==> src/rtl/nvdla_csb_responder.sv <==
// CSB target stub for the NVDLA configuration bus. It answers reads and
// non-posted writes from a small local register bank and emulates one
// sub-unit operation. The operation runs for a fixed number of cycles and
// raises a level interrupt when it finishes; software clears the interrupt
// by writing 1 to the done bit.
//
// Handshake: a request is accepted on a rising edge where valid and ready are
// both 1. Ready is high whenever the bus FSM is idle. A read or a non-posted
// write moves the FSM to RESP. In RESP the response pulse is driven for
// exactly one cycle and no new request is taken. There is no response
// backpressure. A posted write leaves the FSM idle, so posted writes can be
// issued back to back on every cycle.
module nvdla_csb_responder #(
    parameter int                    ADDR_WIDTH = 16,
    parameter logic [ADDR_WIDTH-1:0] BASE_ADDR  = 16'h5000,
    parameter int                    N_REGS     = 16,
    parameter int                    OP_LATENCY = 32
) (
    input  logic                  clk_i,
    input  logic                  rst_i,
    input  logic                  csb_req_valid_i,
    output logic                  csb_req_ready_o,
    input  logic [ADDR_WIDTH-1:0] csb_req_addr_i,
    input  logic [31:0]           csb_req_wdat_i,
    input  logic                  csb_req_write_i,
    input  logic                  csb_req_nposted_i,
    output logic                  csb_resp_valid_o,
    output logic [31:0]           csb_resp_rdata_o,
    output logic                  csb_resp_is_wack_o,
    output logic                  csb_resp_error_o,
    output logic                  intr_o,
    output logic                  busy_o
);

    localparam int IDX_W  = $clog2(N_REGS);
    localparam int N_SLOT = 2 ** IDX_W;
    localparam int CNT_W  = (OP_LATENCY > 1) ? $clog2(OP_LATENCY) : 1;

    localparam logic [IDX_W-1:0] IDX_INTR_STATUS = IDX_W'(0);
    localparam logic [IDX_W-1:0] IDX_OP_ENABLE   = IDX_W'(1);
    localparam logic [IDX_W-1:0] IDX_FIRST_SCR   = IDX_W'(2);

    typedef enum logic {BUS_IDLE, BUS_RESP} bus_state_e;
    typedef enum logic {OP_IDLE, OP_RUN}    op_state_e;

    bus_state_e       bus_state_q, bus_state_d;
    op_state_e        op_state_q, op_state_d;
    logic [CNT_W-1:0] cnt_q, cnt_d;
    logic             done_q, done_d;
    logic [31:0]      regs_q [N_SLOT];
    logic [31:0]      resp_rdata_q;
    logic             resp_wack_q;
    logic             resp_err_q;

    logic                  accept;
    logic                  needs_resp;
    logic                  hit;
    logic [IDX_W-1:0]      idx;
    logic [ADDR_WIDTH:0]   addr_ext, lo_ext, hi_ext;
    logic [31:0]           rd_data;
    logic                  start_op;
    logic                  w1c_done;
    logic                  done_set;
    logic                  resp_out;

    // Address decode and read-data mux. The compare is one bit wider than the
    // address, so a window that ends at the top of the address space does
    // not wrap around to zero.
    always_comb begin
        addr_ext = {1'b0, csb_req_addr_i};
        lo_ext   = {1'b0, BASE_ADDR};
        hi_ext   = lo_ext + (ADDR_WIDTH+1)'(N_REGS);
        hit      = (addr_ext >= lo_ext) && (addr_ext < hi_ext);
        idx      = IDX_W'(csb_req_addr_i - BASE_ADDR);
        if (idx == IDX_INTR_STATUS) begin
            rd_data = {31'b0, done_q};
        end else if (idx == IDX_OP_ENABLE) begin
            rd_data = {31'b0, busy_o};
        end else begin
            rd_data = regs_q[idx];
        end
    end

    // Bus FSM next state and response outputs. The response is gated by
    // reset, so a pending response is dropped rather than pulsed.
    always_comb begin
        bus_state_d     = bus_state_q;
        csb_req_ready_o = (bus_state_q == BUS_IDLE);
        accept          = csb_req_valid_i && csb_req_ready_o;
        needs_resp      = !csb_req_write_i || csb_req_nposted_i;
        case (bus_state_q)
            BUS_IDLE: if (accept && needs_resp) bus_state_d = BUS_RESP;
            BUS_RESP: bus_state_d = BUS_IDLE;
            default:  bus_state_d = BUS_IDLE;
        endcase
        resp_out           = (bus_state_q == BUS_RESP) && !rst_i;
        csb_resp_valid_o   = resp_out;
        csb_resp_rdata_o   = resp_out ? resp_rdata_q : 32'h0;
        csb_resp_is_wack_o = resp_out && resp_wack_q;
        csb_resp_error_o   = resp_out && resp_err_q;
    end

    // Op FSM next state. A done edge wins over a W1C in the same cycle.
    always_comb begin
        op_state_d = op_state_q;
        cnt_d      = cnt_q;
        done_set   = 1'b0;
        start_op   = accept && csb_req_write_i && hit &&
                     (idx == IDX_OP_ENABLE) && csb_req_wdat_i[0];
        w1c_done   = accept && csb_req_write_i && hit &&
                     (idx == IDX_INTR_STATUS) && csb_req_wdat_i[0];
        case (op_state_q)
            OP_IDLE: begin
                if (start_op) begin
                    op_state_d = OP_RUN;
                    cnt_d      = CNT_W'(OP_LATENCY - 1);
                end
            end
            OP_RUN: begin
                if (cnt_q == '0) begin
                    op_state_d = OP_IDLE;
                    done_set   = 1'b1;
                end else begin
                    cnt_d = cnt_q - CNT_W'(1);
                end
            end
            default: op_state_d = OP_IDLE;
        endcase
        done_d = done_set || (done_q && !w1c_done);
        busy_o = (op_state_q == OP_RUN);
        intr_o = done_q;
    end

    // Bus FSM state and response payload captured at the accept edge.
    always_ff @(posedge clk_i) begin
        if (rst_i) begin
            bus_state_q  <= BUS_IDLE;
            resp_rdata_q <= 32'h0;
            resp_wack_q  <= 1'b0;
            resp_err_q   <= 1'b0;
        end else begin
            bus_state_q <= bus_state_d;
            if (accept && needs_resp) begin
                resp_rdata_q <= (csb_req_write_i || !hit) ? 32'h0 : rd_data;
                resp_wack_q  <= csb_req_write_i;
                resp_err_q   <= !hit;
            end
        end
    end

    // Op FSM state, cycle counter and the done flag.
    always_ff @(posedge clk_i) begin
        if (rst_i) begin
            op_state_q <= OP_IDLE;
            cnt_q      <= '0;
            done_q     <= 1'b0;
        end else begin
            op_state_q <= op_state_d;
            cnt_q      <= cnt_d;
            done_q     <= done_d;
        end
    end

    // Scratch register bank. Slots 0 and 1 are the control registers and
    // are never written here. Writes that miss the window are discarded.
    always_ff @(posedge clk_i) begin
        if (rst_i) begin
            for (int i = 0; i < N_SLOT; i++) regs_q[i] <= 32'h0;
        end else if (accept && csb_req_write_i && hit && (idx >= IDX_FIRST_SCR)) begin
            regs_q[idx] <= csb_req_wdat_i;
        end
    end

endmodule

==> config.mk <==
export PLATFORM = sky130hd
export DESIGN_NAME = nvdla_csb_responder
export DESIGN_NICKNAME = d
export VERILOG_FILES = /design/src/rtl/nvdla_csb_responder.sv
export SDC_FILE = /design/constraint.sdc
export NUM_CORES = 1
export LEC_CHECK = 0
export CAP_MARGIN = 20
export CELL_PAD_IN_SITES_DETAIL_PLACEMENT = 1
export CELL_PAD_IN_SITES_GLOBAL_PLACEMENT = 1
export CORE_MARGIN = 5
export CORE_UTILIZATION = 51
export DETAILED_ROUTE_END_ITERATION = 7
export PLACE_DENSITY_LB_ADDON = 0.1
export SYNTH_ARGS = -nofsm -noshare
export SYNTH_HDL_FRONTEND = slang
export SYNTH_SLANG_ARGS = --single-unit
==> constraint.sdc <==
create_clock -name clk_i -period 4.9 [get_ports clk_i]
set_clock_uncertainty 0.05 [all_clocks]
set_input_delay 0.735 -clock clk_i [delete_from_list [all_inputs] [get_ports clk_i]]
set_output_delay 0.735 -clock clk_i [all_outputs]
set_load 0.02 [all_outputs]
======== After elaboration in Yosys (flattened, before gate mapping) ========
Memory sizes are Yosys's and may differ from the RTL's.
Index checks and enable logic that the tools add are counted.
W data, S select, Z words.
storage, ports and cells
  flip-flop bits (word level) ............. 42
  latch bits .............................. 0
  bits in writable memories ............... 512
  ROM bits ................................ 0
  input port bits ......................... 53
  output and inout port bits .............. 38
  word-level logic and storage cells ...... 65
  memories ................................ 1
operators by class
  $add $sub $neg .......................... 2
  $mul .................................... 0
  div/mod/pow operators ................... 0
  $lt $le $gt $ge ......................... 3
  equality and inequality tests ........... 3
  shift-type cells ........................ 0
  muxes and demuxes ....................... 22
  bitwise logic cells ..................... 2
  reductions and logical operators ........ 25
memory list
  name    depth  bits a word  read ports  clocked after Yosys merged registers in  write ports  line  text
  regs_q  16     32           1           0                                        16           50    logic [31:0] regs_q [N_SLOT];
operator list
  cell                    count
  $mux W32                5
  $reduce_or A32 Y1       1
  $ge A16 B15 Y1 const B  1
  $lt A16 B15 Y1 const B  1
  $logic_and A1 B1 Y1     14
  $mux W1                 11
  $mux W5                 2
  $pmux W5 S2             1
  $logic_not A5 Y1        1
  $sub A5 B1 Y5 const B   1
  $eq A4 B1 Y1 const B    1
  $ge A4 B2 Y1 const B    1
  $logic_not A1 Y1        4
  $logic_not A4 Y1        1
  $mux W4                 1
  $ne A2 B2 Y1 const B    2
  $pmux W1 S2             2
  $sub A4 B1 Y4 const B   1
  $logic_or A1 B1 Y1      3
  $not A1 Y1              2
  $reduce_and A2 Y1       1

======== Depth between registers and ports, before layout ========
  depth in word-level cells ............... 10
  depth in mapped cells ................... 9

======== Worst setup path after synthesis ========
OpenSTA, ideal clock, no wires.
  path type ............................... input-to-reg
  start ................................... input port csb_req_addr_i[1]
  end ..................................... memory regs_q[12][0] (enable)
  library setup time ...................... 428 ps
  arrival ................................. 3477 ps
  required time ........................... 4422 ps
  slack ................................... 945 ps
  stages .................................. 7
  buffers on the path ..................... 2
  cell sequence ........................... buf_4 nor3_1 or4b_4 nor3_2 nand3_1 buf_2 o21bai_1
RTL lines
  element          line  text
  start, declared  23    input logic [ADDR_WIDTH-1:0] csb_req_addr_i,
  end, declared    50

==> results.py <==
metrics = {
    "outcome": {
        "status": "complete, no violations",
    },
    "job": {
        "drv_cap": 0,
    },
    "floorplanning": {
        "rows": 78,
        "fp.dieH_um": 223.7,
        "core-area_sq_mm": 0.04528,
        "die_x_um": 223.7,
        "initial_core_util": 0.5145,
        "dieArea_sq_mm": 0.05006,
        "boundaryPins": 91,
    },
    "routing": {
        "viasPerCell": 5.990,
        "final_antenna_net_count": 0,
        "drt-pass1-iter-count": 5,
        "drc": 0,
        "routed_wl_mm": 64.83,
        "routedWlPerCell_um": 27.25,
        "drt_iter0_drc": 1447,
        "vias": 14251,
    },
    "sta": {
        "worst_slew_pin_slew_ns": 1.112,
        "slew_headroom": 0.2587,
        "min_period_over_period": 0.6892,
        "setup_viol": 0,
        "rsz0062_at_grt": "false",
        "finalSetupTns_ns": 0,
        "hold_viol": 0,
        "clock.fmax_ghz": 0.2961,
        "drv_slew": 0,
        "period_minus_slack_ns": 3.377,
    },
    "setup_path": {
        "rrSetupSlack_ns": 1.80,
        "crit_path_end_kind": "register",
        "critPathRequiredTime_ns": 5.15,
        "startpoint_type": "input pin",
        "path_cells": "clkdlybuf4s50_1 -> nor4b_2 -> o2111ai_2 -> nor3_2 -> nand2b_2 -> o21bai_4 -> buf_12",
        "max_stage_delay_ns": 0.56,
        "path_buf_inv": 2,
        "crit_family": "simple AND/OR/NAND/NOR gates",
        "critPathKind": "in2reg",
        "cp_max_fo": 25,
        "crit_arrival_ns": 3.63,
        "cp_slowest_cell": "o21bai_4",
    },
    "clocking": {
        "cts_setup_buffers": 0,
        "htreeDepth": 2,
        "clkTransAtPathRegs_ns": 0.06,
        "clkLatencyLatePin_ns": 0.62,
        "hold_buffers": 0,
        "cts_tree": "done",
        "cts_root_buf": "clkbuf_16",
        "clockBufferDepth": 3,
        "clock_sinks": 552,
        "cts_resized": 0,
        "cts_made_buffers": 57,
    },
    "place": {
        "port_buffers": 90,
        "gp_congestion": 0.7964,
        "dpl.hpwl_mm": 40.11,
        "place_inst": 2273,
    },
    "power": {
        "cellPowerDensity_mw_per_mm2": 387.0,
        "power_mw": 10.54,
        "ir_drop_mv": 0.2773,
        "p_leak_nw": 9.305,
    },
    "global_route": {
        "antenna_found_initial": 2,
        "grt_pass1_wl_mm": 97.51,
        "grt_pass1_vias": 15305,
        "grt_usage": 0.2607,
        "grt.overflow.total": 0,
        "grt_max_degree": 68,
    },
    "final_layout": {
        "layout_common_cells": "edfxtp_1, nor2_1, mux4_2, nand2_1, clkdlybuf4s50_1",
        "instances_no_fill": 2379,
        "area_growth_pct": 16.95,
        "nets": 1787,
        "layout-drive-gt1-share": 0.1889,
        "antenna-diode-count": 0,
        "final_common_cell": "edfxtp_1",
        "fillerInstances": 4279,
    },
    "synthesis": {
        "syn_area_sq_mm": 0.02330,
        "yosysUniqueCellTypes": 41,
        "syn_inst": 1585,
        "synth-async-reset-ratio": 0,
        "seq_area_frac_synth": 0.6934,
        "ys_warn_count": 0,
        "ys_dominant_reg_cell": "edfxtp_1",
        "synth_edf_count": 510,
        "avgSynthCellArea_sq_um": 14.70,
        "synth_seq_cells": 552,
    },
    "min_path": {
        "hold_class": "reg2reg",
    },
}
==> routing by layer <==
layer,track usage,share of wire
met5,0,0.00017
met4,0.08379,0.032
met3,0.04600,0.074
met2,0.4325,0.49
met1,0.3563,0.40
==> Yosys cell counts, types with 2 or more instances <==
| master | count | area, sq um |
|---|---|---|
| o21ai_0 | 32 | 160.2 |
| nor3_1 | 4 | 20.02 |
| nand2b_1 | 6 | 37.54 |
| buf_4 | 2 | 15.01 |
| mux2i_1 | 2 | 20.02 |
| or3_1 | 3 | 18.77 |
| buf_1 | 8 | 30.03 |
| dfxtp_1 | 42 | 840.8 |
| a22o_1 | 32 | 280.3 |
| mux4_2 | 128 | 2883 |
| a21oi_1 | 35 | 175.2 |
| a31oi_1 | 2 | 12.51 |
| inv_1 | 7 | 26.28 |
| and2_1 | 35 | 219.0 |
| nand2_1 | 104 | 390.4 |
| o21bai_1 | 12 | 90.09 |
| clkbuf_1 | 57 | 214.0 |
| buf_2 | 48 | 240.2 |
| nor2b_1 | 4 | 25.02 |
| nor4b_2 | 2 | 30.03 |
| ha_1 | 2 | 25.02 |
| nor2_1 | 458 | 1719 |
| mux2_2 | 31 | 349.1 |
| edfxtp_1 | 510 | 15310 |
| nor3_2 | 2 | 20.02 |
| and4b_1 | 2 | 20.02 |
==> registers in the layout (all words and copies together), names as in the netlist <==
name	flops
busy_o	1
bus_state_q	1
cnt_q	5
resp_rdata_q	32
regs_q	510
resp_wack_q	1
intr_o	1
resp_err_q	1
==> final cells by class <==
class | count | area [sq um] | share of cell area
inverters | 7 | 26.28 | 0.0009644
flip-flops and latches | 552 | 16160 | 0.5929
repair buffers | 142 | 1359 | 0.04987
multi-input cells | 972 | 7043 | 0.2585
clock buffers | 77 | 1615 | 0.05929
clock inverters | 29 | 296.5 | 0.01088
well taps | 600 | 750.7 | 0.02755
==> path summary, 6_finish.rpt <==
kind              cells past startpoint               end               start
setup / recovery                      7     regs_q[5][12]  csb_req_addr_i[10]
hold reg to reg                       2  resp_rdata_q[23]    resp_rdata_q[23]
setup reg to reg                      6     regs_q[5][12]         bus_state_q
hold / removal                        2  resp_rdata_q[23]    resp_rdata_q[23]
==> tightest hold or removal path, stage by stage (launching register included) <==
cell and delay (ns):
dfxtp_1 0.32, nand2_1 0.04, o21ai_0 0.05
==> through the flow <==
step,util,area (sq um),setup WS (ns),hold WS (ns)
2_1_floorplan,-,23530,0.9455,0.3667
3_3_place_gp,0.5590,25310,1.037,0.3792
3_5_place_dp,0.5595,25330,0.9136,0.3885
4_1_cts,0.6017,27250,1.554,0.4036
5_1_grt,0.6017,27250,1.327,0.4140
6_report,0.6017,27250,1.523,0.3967
==> logic make-up (layout without fill, tap and decap cells) <==
| group | count (synthesis) | after routing | synth area share |
|---|---|---|---|
| and+or+nand+nor | 627 | 627 | 0.1097 |
| DFF | 552 | 552 | 0.6934 |
| muxes | 161 | 161 | 0.1396 |
| buffers and inverters | 122 | 255 | 0.02256 |
| AOI/OAI and AO/OA | 119 | 119 | 0.03308 |
| adders and majority gates | 2 | 2 | 0.001074 |
| other | 1 | 62 | 0.0001610 |
| xor gates and xnor gates | 1 | 1 | 0.0003760 |
==> power breakdown <==
part / total, mW / switching (mW) / internal, mW / leakage (nW)
Combinational: 0.733 / 0.443 / 0.290 / 2.88
Sequential: 5.38 / 0.0549 / 5.32 / 5.48
Clock: 4.44 / 1.82 / 2.62 / 0.945
(Power assumes the default switching activity.)
